File: config.mk
export PLATFORM = sky130hd
export DESIGN_NAME = lsu
export DESIGN_NICKNAME = d
export VERILOG_FILES = /design/src/rtl/lsu_pkg.sv /design/src/rtl/lsu_align.sv /design/src/rtl/lsu.sv
export SDC_FILE = /design/constraint.sdc
export NUM_CORES = 1
export LEC_CHECK = 0
export CAP_MARGIN = 20
export CORE_MARGIN = 2
export CORE_UTILIZATION = 39
export DETAILED_ROUTE_END_ITERATION = 10
export PLACE_DENSITY = 0.88
export SETUP_SLACK_MARGIN = 0.1
export SLEW_MARGIN = 20
export SYNTH_ARGS = -nofsm -noshare
export SYNTH_HDL_FRONTEND = slang
export SYNTH_SLANG_ARGS = --single-unit
File: constraint.sdc
create_clock -name clock -period 1.8 [get_ports clock]
set_input_delay 0.36 -clock clock [delete_from_list [all_inputs] [get_ports clock]]
set_output_delay 0.36 -clock clock [all_outputs]
set_load 0.005 [all_outputs]
File: src/rtl/lsu_pkg.sv
// Shared types and constants for the load/store unit: FSM states, funct3
// access-size encodings, byte-enable patterns and an access-size decoder.
package lsu_pkg;

  typedef enum logic [1:0] {
    IDLE = 2'd0,
    REQ  = 2'd1,
    WAIT = 2'd2,
    DONE = 2'd3
  } state_t;

  typedef enum logic [1:0] {
    SZ_B = 2'd0,
    SZ_H = 2'd1,
    SZ_W = 2'd2
  } size_t;

  localparam logic [2:0] F3_B  = 3'b000;
  localparam logic [2:0] F3_H  = 3'b001;
  localparam logic [2:0] F3_W  = 3'b010;
  localparam logic [2:0] F3_BU = 3'b100;
  localparam logic [2:0] F3_HU = 3'b101;

  localparam logic [3:0] BE_BYTE = 4'b0001;
  localparam logic [3:0] BE_HALF = 4'b0011;
  localparam logic [3:0] BE_WORD = 4'b1111;

  // Unused encodings (011, 110, 111) fall through to a full-word access.
  function automatic size_t decode_size(input logic [2:0] f3);
    case (f3)
      F3_B, F3_BU: decode_size = SZ_B;
      F3_H, F3_HU: decode_size = SZ_H;
      default:     decode_size = SZ_W;
    endcase
  endfunction

endpackage

File: src/rtl/lsu_align.sv
// Combinational lane steering: byte enables and replicated write data for the
// request being issued, plus extraction and extension of the returned load word.
module lsu_align
  import lsu_pkg::*;
(
  input  logic [2:0]  funct3,
  input  logic [1:0]  offset,
  input  logic [31:0] store_data,
  input  logic [2:0]  ld_funct3,
  input  logic [1:0]  ld_offset,
  input  logic [31:0] rdata,
  output logic [3:0]  be,
  output logic [31:0] wdata,
  output logic [31:0] load_ext,
  output logic        misalign
);

  size_t       req_size;
  size_t       ld_size;
  logic [31:0] shifted;
  logic        sign_ext;

  always_comb begin
    req_size = decode_size(funct3);
    be       = BE_WORD;
    wdata    = store_data;
    misalign = 1'b0;
    case (req_size)
      SZ_B: begin
        be    = BE_BYTE << offset;
        wdata = {4{store_data[7:0]}};
      end
      SZ_H: begin
        be       = BE_HALF << offset;
        wdata    = {2{store_data[15:0]}};
        misalign = offset[0];
      end
      default: begin
        be       = BE_WORD;
        wdata    = store_data;
        misalign = |offset;
      end
    endcase
  end

  // Shift the addressed lane down to bit 0; funct3[2] marks the unsigned forms.
  always_comb begin
    ld_size  = decode_size(ld_funct3);
    shifted  = rdata >> {ld_offset, 3'b000};
    sign_ext = ~ld_funct3[2];
    load_ext = rdata;
    case (ld_size)
      SZ_B:    load_ext = {{24{sign_ext & shifted[7]}}, shifted[7:0]};
      SZ_H:    load_ext = {{16{sign_ext & shifted[15]}}, shifted[15:0]};
      default: load_ext = rdata;
    endcase
  end

endmodule

File: src/rtl/lsu.sv
// Load/store unit: a four-state bus handshake FSM that issues one aligned
// word-bus access per MEM-stage request and returns extended load data.
module lsu
  import lsu_pkg::*;
#(
  parameter int XLEN = 32
) (
  input  logic            clock,
  input  logic            reset,
  input  logic            mem_load,
  input  logic            mem_store,
  input  logic [2:0]      funct3,
  input  logic [XLEN-1:0] address,
  input  logic [XLEN-1:0] store_data,
  output logic [XLEN-1:0] load_data,
  output logic            stall,
  output logic            misalign,
  output logic            bus_req,
  output logic            bus_we,
  output logic [XLEN-1:0] bus_addr,
  output logic [3:0]      bus_be,
  output logic [XLEN-1:0] bus_wdata,
  input  logic            bus_gnt,
  input  logic            bus_rvalid,
  input  logic [XLEN-1:0] bus_rdata
);

  state_t          state;
  state_t          state_next;
  logic            request;
  logic            misalign_raw;
  logic            start;
  logic            rsp_done;
  logic [3:0]      be_next;
  logic [XLEN-1:0] wdata_next;
  logic [XLEN-1:0] load_ext;
  logic [2:0]      ld_funct3;
  logic [1:0]      ld_offset;

  lsu_align u_align (
    .funct3     (funct3),
    .offset     (address[1:0]),
    .store_data (store_data),
    .ld_funct3  (ld_funct3),
    .ld_offset  (ld_offset),
    .rdata      (bus_rdata),
    .be         (be_next),
    .wdata      (wdata_next),
    .load_ext   (load_ext),
    .misalign   (misalign_raw)
  );

  assign request  = mem_load | mem_store;
  assign start    = (state == IDLE) & request & ~misalign_raw;
  assign rsp_done = ((state == REQ) & bus_gnt & bus_rvalid) |
                    ((state == WAIT) & bus_rvalid);

  always_ff @(posedge clock) begin
    if (reset) state <= IDLE;
    else       state <= state_next;
  end

  // DONE always returns to IDLE so the request still visible there is never reissued.
  always_comb begin
    state_next = state;
    stall      = 1'b0;
    misalign   = 1'b0;
    bus_req    = 1'b0;
    case (state)
      IDLE: begin
        misalign = request & misalign_raw;
        stall    = start;
        if (start) state_next = REQ;
      end
      REQ: begin
        stall   = 1'b1;
        bus_req = 1'b1;
        if (bus_gnt) state_next = bus_rvalid ? DONE : WAIT;
      end
      WAIT: begin
        stall = 1'b1;
        if (bus_rvalid) state_next = DONE;
      end
      DONE: begin
        state_next = IDLE;
      end
      default: state_next = IDLE;
    endcase
  end

  // Bus fields and load-steering info are captured once at launch and held.
  always_ff @(posedge clock) begin
    if (reset) begin
      bus_addr  <= '0;
      bus_we    <= 1'b0;
      bus_be    <= '0;
      bus_wdata <= '0;
      ld_funct3 <= '0;
      ld_offset <= '0;
      load_data <= '0;
    end else begin
      if (start) begin
        bus_addr  <= {address[XLEN-1:2], 2'b00};
        bus_we    <= mem_store;
        bus_be    <= be_next;
        bus_wdata <= wdata_next;
        ld_funct3 <= funct3;
        ld_offset <= address[1:0];
      end
      if (rsp_done & ~bus_we) load_data <= load_ext;
    end
  end

endmodule
* Yosys cells after proc, flatten, opt, wreduce, memory -nomap -nowiden
Index checks and enable logic that the tools add are counted.
Word-level totals: register bits 106, bits in latches 0, RAM bits 0, bits in read-only memories 0, input bits 105, output and inout bits 104, memories kept 0
Operators by class: add/sub/neg operators 0, multiply operators 0, div/mod/pow operators 0, $lt $le $gt $ge 0, eq/ne operators 14, shift operators 3, muxes and demuxes 14, bitwise operators 14, reductions and logical operators 12
Operators by type and width (count):
- $pmux W32 S2 | 2
- $shr A32 B5 Y16 | 1
- $eq A3 B3 Y1 const B | 4
- $reduce_or A2 Y1 | 6
- $and A1 B1 Y1 | 9
- $pmux W2 S2 | 2
- $pmux W2 S4 | 1
- $pmux W4 S2 | 1
- $eq A2 B1 Y1 const B | 3
- $eq A3 B1 Y1 const B | 2
- $logic_not A2 Y1 | 3
- $logic_not A3 Y1 | 2
- $mux W2 | 3
- $ne A2 B2 Y1 const B | 3
- $eq A2 B2 Y1 const B | 2
- $pmux W1 S2 | 2
- $shl A1 B2 Y4 const A | 1
- $shl A2 B2 Y4 const A | 1
- $mux W1 | 3
- $not A1 Y1 | 3
- $reduce_and A3 Y1 | 1
- $or A1 B1 Y1 | 2

* Longest topological paths before layout
depth in word-level cells 9, gate-level depth with buffers 8

* Hierarchy
Synthesis repeated with hierarchy kept, for this count alone.
Second synthesis, totals: cell total of the unflattened synthesis 658, area total of the unflattened synthesis 4983.5 um^2
Modules (own cells, without submodules):
- lsu | times used 1, cells an instance 484, area an instance 3838.7 um^2
- lsu_align | times used 1, cells an instance 174, area an instance 1144.8 um^2

* Worst setup path after synthesis
Ideal clock, no wire load.
kind flip-flop to output port, from register state[0], to output port stall, arrival 1.356 ns, setup slack 0.084 ns, cell stages (with the launch flop) 9, path buffers 2, cell sequence dfxtp_1 -> inv_1 -> ha_1 -> o21a_1 -> o21a_4 -> buf_6 -> buf_6 -> nor2_1 -> nor2_1
On the way: cells in the longest elaborated chain, start to end 4
Ends and longest elaborated chain:
- from (decl) | line lsu.sv:28 | state_t state;
- from (signal assigned) | line lsu.sv:60 | else state <= state_next;
- $logic_not A2 Y1 | line lsu.sv:54, lsu.sv:69
- $and A1 B1 Y1 (2 in a row) | line lsu.sv:54 | assign start = (state == IDLE) & request & ~misalign_raw;
- $pmux W1 S2 * | line lsu.sv:69 | case (state)
- to (decl) | line lsu.sv:16 | output logic stall,
Mark *: on every way between the ends. The rest lies on a longest branch, timed or not.

* Worst setup path in the final report
Same ends and word-level chain as after synthesis.

==> flow_results.xml <==
<?xml version="1.0" encoding="UTF-8"?>
<metrics>
  <group name="drt">
    <metric name="via_count" unit="">5263</metric>
    <metric name="detailedRoute.firstIterationViolations" unit="">413</metric>
    <metric name="avgViaCountPerCell" unit="">5.27</metric>
    <metric name="finalWirelength" unit="microns">16900</metric>
    <metric name="drc" unit="">0</metric>
    <metric name="dr.pass1.iters" unit="">5</metric>
    <metric name="antenna_left" unit="">0</metric>
    <metric name="wire_per_inst" unit="microns">16.9</metric>
  </group>
  <group name="sta">
    <metric name="worst_pin_slew" unit="ns">0.640</metric>
    <metric name="setup-violations-final" unit="">0</metric>
    <metric name="layout_worst_path_cycle_share" unit="%">98.5</metric>
    <metric name="setup_slack" unit="ns">0.0274</metric>
    <metric name="maxSlewHeadroom" unit="%">57.2</metric>
    <metric name="fin_skew" unit="ns">0.00806</metric>
    <metric name="hold_viol_final" unit="">0</metric>
    <metric name="fmax" unit="MHz">564</metric>
    <metric name="timing.final.max_slew_violations" unit="">0</metric>
    <metric name="grt_setup_unrepaired" unit="">true</metric>
    <metric name="finalWorstPathRequiredPeriod" unit="ns">1.77</metric>
  </group>
  <group name="pwr">
    <metric name="switching_share" unit="%">31.9</metric>
    <metric name="worst_supply_voltage_drop_on_vdd" unit="mV">0.628</metric>
    <metric name="share_clk_of_total_power" unit="%">22.3</metric>
    <metric name="seq_power_share" unit="%">34.9</metric>
    <metric name="power_frac_comb" unit="%">42.8</metric>
    <metric name="fin_total_pwr" unit="mW">8.80</metric>
    <metric name="power_report.internal_total" unit="mW">6.00</metric>
    <metric name="switchingPower" unit="mW">2.81</metric>
    <metric name="p_leak" unit="nW">2.85</metric>
    <metric name="p_per_area" unit="mW/mm^2">1110</metric>
  </group>
  <group name="placement">
    <metric name="routabilityCongestion" unit="">0.923</metric>
    <metric name="place_ws" unit="ns">-0.523</metric>
    <metric name="placed_cells_incl_taps" unit="">978</metric>
    <metric name="portBuffers" unit="">206</metric>
    <metric name="detailed_place_hpwl" unit="microns">11800</metric>
  </group>
  <group name="final_layout">
    <metric name="layoutNonFillerInstCount" unit="">999</metric>
    <metric name="share_of_post_route_cells_with_drive_strength_above_1" unit="%">12.5</metric>
    <metric name="design.final.nets" unit="">931</metric>
    <metric name="nFillCells" unit="">1038</metric>
    <metric name="area_growth" unit="%">57.9</metric>
  </group>
  <group name="logic_synthesis">
    <metric name="synthesis.area" unit="sq mm">0.00501</metric>
    <metric name="synth.distinct_cells" unit="">48</metric>
    <metric name="synthesis.yosys.warnings" unit="">0</metric>
    <metric name="post_synth.cell_area_avg" unit="sq um">8.30</metric>
    <metric name="synth_area_leader_cell" unit="">sky130_fd_sc_hd__dfxtp_1</metric>
    <metric name="ys_async_sr_fraction" unit="%">0</metric>
    <metric name="yosysSeqAreaShare" unit="%">42.3</metric>
    <metric name="synth_top_cells_by_area" unit="">sky130_fd_sc_hd__dfxtp_1 (42%), sky130_fd_sc_hd__nand2_1 (9.0%), sky130_fd_sc_hd__mux2i_1 (8.2%), sky130_fd_sc_hd__a21oi_1 (6.0%), sky130_fd_sc_hd__o21ai_0 (3.6%)</metric>
    <metric name="ys_top_cells_by_count" unit="">sky130_fd_sc_hd__nand2_1 (120), sky130_fd_sc_hd__dfxtp_1 (106), sky130_fd_sc_hd__a21oi_1 (60)</metric>
    <metric name="yosys_register_bits" unit="">106</metric>
    <metric name="synth_ff_type" unit="">sky130_fd_sc_hd__dfxtp_1</metric>
    <metric name="synthesis.instances" unit="">604</metric>
    <metric name="synth_top_area_share" unit="%">42.3</metric>
    <metric name="synth-edff-count" unit="">0</metric>
    <metric name="yosys.cell_count.top_type" unit="">sky130_fd_sc_hd__nand2_1</metric>
  </group>
  <group name="critical_path">
    <metric name="path_class" unit="">reg -&gt; out</metric>
    <metric name="cp_top_family" unit="">flip-flops</metric>
    <metric name="critical_path.most_common_cell" unit="">sky130_fd_sc_hd__o21a_4</metric>
    <metric name="timing.critical_path.cells" unit="">inv_2 &gt; ha_4 &gt; o21a_4 &gt; o21a_4 &gt; nor2_2 &gt; nor2_1 &gt; buf_2</metric>
    <metric name="required" unit="ns">1.44</metric>
    <metric name="critical_path.n_buffers_inverters" unit="">2</metric>
    <metric name="critPathMaxStageDelay" unit="ns">0.32</metric>
    <metric name="worst_setup_path_end_kind" unit="">primary output</metric>
    <metric name="critical_path.max_fanout" unit="">3</metric>
    <metric name="critPathArrivalTime" unit="ns">1.41</metric>
    <metric name="worst_setup_path_start_kind" unit="">register</metric>
    <metric name="slowest_stage_cell_crit_path" unit="">sky130_fd_sc_hd__dfxtp_2</metric>
  </group>
  <group name="global_routing">
    <metric name="global_router_s_overall_resource_usage" unit="%">23.5</metric>
    <metric name="maximum_number_of_pins_on_one_net_before_global_route_repair" unit="">78</metric>
    <metric name="grt.overflow.total" unit="">0</metric>
    <metric name="grt_pass1_wl" unit="microns">26200</metric>
    <metric name="number_of_antenna_violations_at_the_first_check_in_global_routing" unit="">1</metric>
    <metric name="vias_in_the_first_global_route" unit="">5112</metric>
  </group>
  <group name="clocking">
    <metric name="clk_path_buf_depth" unit="">2</metric>
    <metric name="clk_pin_slew_worst_paths" unit="ns">0.07</metric>
    <metric name="ctsHoldBuffers" unit="">0</metric>
    <metric name="ctsHtreeMaxLevel" unit="">3</metric>
    <metric name="clock_sink_count" unit="">106</metric>
    <metric name="tritoncts" unit="">done</metric>
    <metric name="cts_inserted_buffers" unit="">9</metric>
    <metric name="clk_root_buffer_cell" unit="">sky130_fd_sc_hd__clkbuf_16</metric>
    <metric name="clk-insertion-delay-late" unit="ns">0.35</metric>
  </group>
  <group name="floorplan">
    <metric name="chipWidth" unit="microns">117</metric>
    <metric name="initial_standard_cell_utilization_of_the_core" unit="%">39.9</metric>
    <metric name="dieArea" unit="sq mm">0.0138</metric>
    <metric name="core_region_area" unit="sq mm">0.0126</metric>
    <metric name="die_h" unit="microns">117</metric>
    <metric name="num_rows" unit="">41</metric>
    <metric name="design.portCount" unit="">209</metric>
  </group>
  <group name="status">
    <metric name="run_status" unit="">finished, final reports clean</metric>
  </group>
  <group name="job">
    <metric name="cap_violations" unit="">0</metric>
  </group>
  <group name="worst_hold_path">
    <metric name="hold_path_class" unit="">in -&gt; reg</metric>
  </group>
</metrics>
[final cells by class]
| class | instances | area [sq um] | area share, % |
|---|---|---|---|
| multi-input combinational | 439 | 2660 | 33.6 |
| timing repair buffer | 259 | 2600 | 32.9 |
| sequential | 106 | 2130 | 26.9 |
| clock buffer | 12 | 246 | 3.11 |
| tap | 172 | 215 | 2.72 |
| clock inverter | 3 | 40.0 | 0.506 |
| inverter | 7 | 26.3 | 0.332 |
| antenna | 1 | 2.50 | 0.0316 |
[worst register-to-register path, stage by stage (launching register included)]
cell	delay (ns)
sky130_fd_sc_hd__dfxtp_2	0.44
sky130_fd_sc_hd__buf_12	0.20
sky130_fd_sc_hd__nand2b_1	0.18
sky130_fd_sc_hd__or2_2	0.35
sky130_fd_sc_hd__a21oi_1	0.29
sky130_fd_sc_hd__o32ai_1	0.14
[cell families after synthesis]
| family | count (synthesis) | share of synthesized area, % |
|---|---|---|
| AOI/OAI and AO/OA | 163 | 21.2 |
| adders and majority gates | 4 | 0.998 |
| buffers and inverters | 60 | 6.61 |
| xor gates and xnor gates | 1 | 0.175 |
| DFF | 106 | 42.3 |
| and+or+nand+nor | 228 | 20.4 |
| other | 1 | 0.0748 |
| muxes | 41 | 8.19 |
[repair_timing]
action                                  in CTS  in global routing
resized for setup                           28                 23
hold endpoints to repair                     0                  0
endpoints found under the setup margin      69                 43
pin swaps                                    1                  4
cloned                                       1                  2
buffers inserted                             0                  2
[sequential cells by signal, summed over array words and instances, names as in the netlist]
signal	cells
load_data	32
bus_addr	30
ld_funct3	3
bus_we	1
bus_wdata	32
state	2
ld_offset	2
bus_be	4
[path summary, 6_finish.rpt]
path / from / endpoint / slack (ns) / depth (start not counted)
worst max-delay path: state[0]$_SDFFE_PP0P_ / stall / 0.03 / 7
worst min-delay path: mem_store / bus_we$_SDFFE_PP0P_ / 0.45 / 3
worst max register to register: ld_offset[0]$_SDFFE_PP0P_ / load_data[6]$_SDFFE_PP0P_ / 0.07 / 5
worst min register to register: bus_addr[19]$_SDFFE_PP0P_ / bus_addr[19]$_SDFFE_PP0P_ / 0.45 / 2
[metrics by stage]
stage	hold slack [ns]	instance area, sq um	TNS [ns]	utilization, %
after global routing	0.475	7910	-0.0715	63.0
after CTS	0.433	7790	-0.0193	62.0
after global placement	0.436	7460	-18.00	59.4
final	0.448	7920	0	63.0
after detailed placement	0.444	7460	-21.67	59.4
after floorplan	0.446	5020	0	-
[power by group through the flow]
stage          combinational [mW]  clock [mW]  sequential [mW]
2_1_floorplan                1.63           0             3.13
4_1_cts                      3.61        2.00             3.07
5_1_grt                      4.08        2.09             3.13
3_3_place_gp                 3.46           0             3.10
3_5_place_dp                 3.53           0             3.11
6_report                     3.77        1.96             3.07
[cell usage in the layout (no fill, tap or decap), drive strengths merged, types with 2 or more instances in the layout]
master	count
a211oi	9
a21oi	62
a221oi	8
a22oi	3
a2bb2oi	4
a311oi	10
a32oi	2
and2	16
buf	55
clkbuf	14
clkdlybuf4s50	197
clkinv	2
conb	2
dfxtp	106
dlygate4sd2	5
ha	4
inv	7
mux2i	41
nand2	121
nand2b	10
nand3	3
nand3b	2
nor2	44
nor2b	8
nor3	18
o211ai	4
o21a	3
o21ai	37
o221ai	7
o22ai	3
o2bb2ai	5
o32ai	3
or2	4
[routing by layer]
layer	track usage, %	vias to the layer above	share of wire, %
met5	0	-	0
met3	7.98	35	9.2
met2	39.4	249	48
met4	9.64	0	3.0
li1	-	2524	-
met1	27.5	2455	40
Power figures use the tool's default switching activity.
==> patch: new RTL, config.mk and constraints unchanged <==
Re-encode `state_t` (4 states) as one-hot, 4 bits wide.
--- a/src/rtl/lsu_pkg.sv
+++ b/src/rtl/lsu_pkg.sv
@@ -4,7 +4,7 @@
 
-  typedef enum logic [1:0] {
-    IDLE = 2'd0,
-    REQ  = 2'd1,
-    WAIT = 2'd2,
-    DONE = 2'd3
+  typedef enum logic [3:0] {
+    IDLE = 4'b0001,
+    REQ  = 4'b0010,
+    WAIT = 4'b0100,
+    DONE = 4'b1000
   } state_t;
Check against the original RTL: no difference found for any inputs over 4 cycles, from zero or initial values and one cycle with reset high; so few cycles prove little.
==> patch against the original RTL <==
  * The flow now finishes with violations (negative setup slack)
  * Via count is 5.9% higher
  * Count of clock-buffer cells in the layout is 1 lower
  * Sequential cell count increased by 2
  * Synthesized area shrank 1.9%
  * Worst setup slack got worse by 0.19 ns
  * Synthesized cell count is 2.0% lower
  * Utilization increased by 9.8 points
  * Final area increased by 15%
  * Routed wire length is 15% higher
Power is not compared: it rests on default switching activity, and its combinational part moved more than twofold at a synthesized area within 25%.
==> patch: results (changes against the original RTL) <==
Final setup margin: -0.161 ns (-0.188 ns)
CP arrival: 1.60 ns (+0.19 ns)
Filler Cell Count: 840 (-19%)
Final Setup Violations: 52 (+52)
First-pass GRT wire length: 24200 µm (-7.7%)
Met2 usage: 37.1% (-2.3 points)
Via density: 5.47 (+3.8%)
Measured slew at the worst slew-check pin: 0.554 ns (-0.0859 ns)
Crit-path leading delay family: simple AND/OR/NAND/NOR gates
Largest net degree at the start of global routing: 55 (-29%)
Met1 Use GR: 28.6% (+1.0 points)
DR iter-0 viols: 375 (-9.2%)
Antenna violations before repair: 0 (-1)
Final net count: 947 (+1.7%)
Worst min-delay path category: register to register
Largest cells by area after synthesis: dfxtp_1, nand2_1, a21oi_1
Count of cell types in the netlist: 44 (-8.3%)
Overall routed net length: 19400 µm (+15%)
Number of global-route vias before repair: 4821 (-5.7%)
R2r startpoint: state[3]
Status: finished, violations left
Ant diodes: 0 (-1)
Pre-CTS setup slack: -0.555 ns (-0.0318 ns)
Synth cell count leaders: nand2_1, dfxtp_1, a21oi_1
Failing checks: negative setup slack
Layout Skew: 0.00739 ns (-0.000664 ns)
R2R depth: 10 (+5)
RePlAce Congestion: 0.838 (-9.2%)
## patch: cell types whose count changed in the layout (fill, tap and decap cells not counted), moves of 13 or more
cell,change
and2_1,-15
nor2_4,+24
a21oi_1,-36
nand2_1,-15
nor3_1,-13
a21oi_2,+37
o21ai_0,-15
nand2_4,+25
nor2_1,-24
a211oi_2,+29
## patch: how the worst min path moves through the flow
stage,startpoint,to,slack (ns),depth (start not counted)
after floorplan,bus_rvalid,state[2],0.44,1
after global placement,bus_addr[17],bus_addr[17],0.44,2
after detailed placement,bus_wdata[25],bus_wdata[25],0.45,2
after CTS,reset,bus_addr[7],0.44,2
after global routing,bus_addr[7],bus_addr[7],0.47,2
final,bus_addr[19],bus_addr[19],0.45,2
## patch: metrics by stage
stage | setup TNS (ns) | total power [µW] | cell area (µm²) | cells
finish | -3.08 | 6490 | 9080 | 1019
global route | -7.34 | 6730 | 9080 | 1019
CTS | -1.03 | 5990 | 7750 | 984
detailed placement | -31.61 | 3930 | 7370 | 962
global placement | -30.17 | 3910 | 7370 | 962
floorplan | 0 | 3200 | 4920 | 593
## patch: final cells by class
| class | instances | area share, % |
|---|---|---|
| flip-flops and latches | 108 | 23.9 |
| clock buffers | 11 | 2.78 |
| well taps | 172 | 2.37 |
| repair buffers | 290 | 34.1 |
| multi-input cells | 422 | 35.8 |
| inverters | 11 | 0.455 |
| clock inverters | 5 | 0.551 |
## patch: logic make-up (layout without fill, tap and decap cells)
group	count (synthesis)	count (layout)	synth area share (%)
XOR/XNOR	1	1	0.178
AND/OR/NAND/NOR	223	223	18.8
buffers and inverters	63	317	6.31
flip-flops	108	108	44.0
other	1	2	0.0763
multiplexers	31	31	6.34
AO/OA/AOI/OAI	165	165	24.3
## patch: power by group through the flow
stage                     clock network, µW  registers (µW)  logic [µW]
after floorplan                           0            2660         540
after global placement                    0            2660        1250
after detailed placement                  0            2670        1260
after CTS                              2080            2610        1300
after global routing                   2170            2660        1900
final                                  2040            2640        1800
## patch: worst register-to-register path: stages, from the launching register on
cell and delay [ns]:
dfxtp_2 0.34, nor4b_4 0.27, buf_4 0.15, buf_6 0.08
buf_4 0.09, o2111a_2 0.31, buf_12 0.14, buf_12 0.13
buf_12 0.16, nand2_4 0.06, a21oi_2 0.15
## patch: metal layers
layer	part of all wire, %	vias to the layer above
li1	-	2567
met1	38	2669
met2	51	277
met3	7.1	62
met4	3.9	0
met5	0	-
## patch: what timing repair did
item,CTS,global route
resized for setup,22,224
endpoints found under the setup margin,74,101
pin swaps,4,92
cloned,1,12
setup buffers,5,23
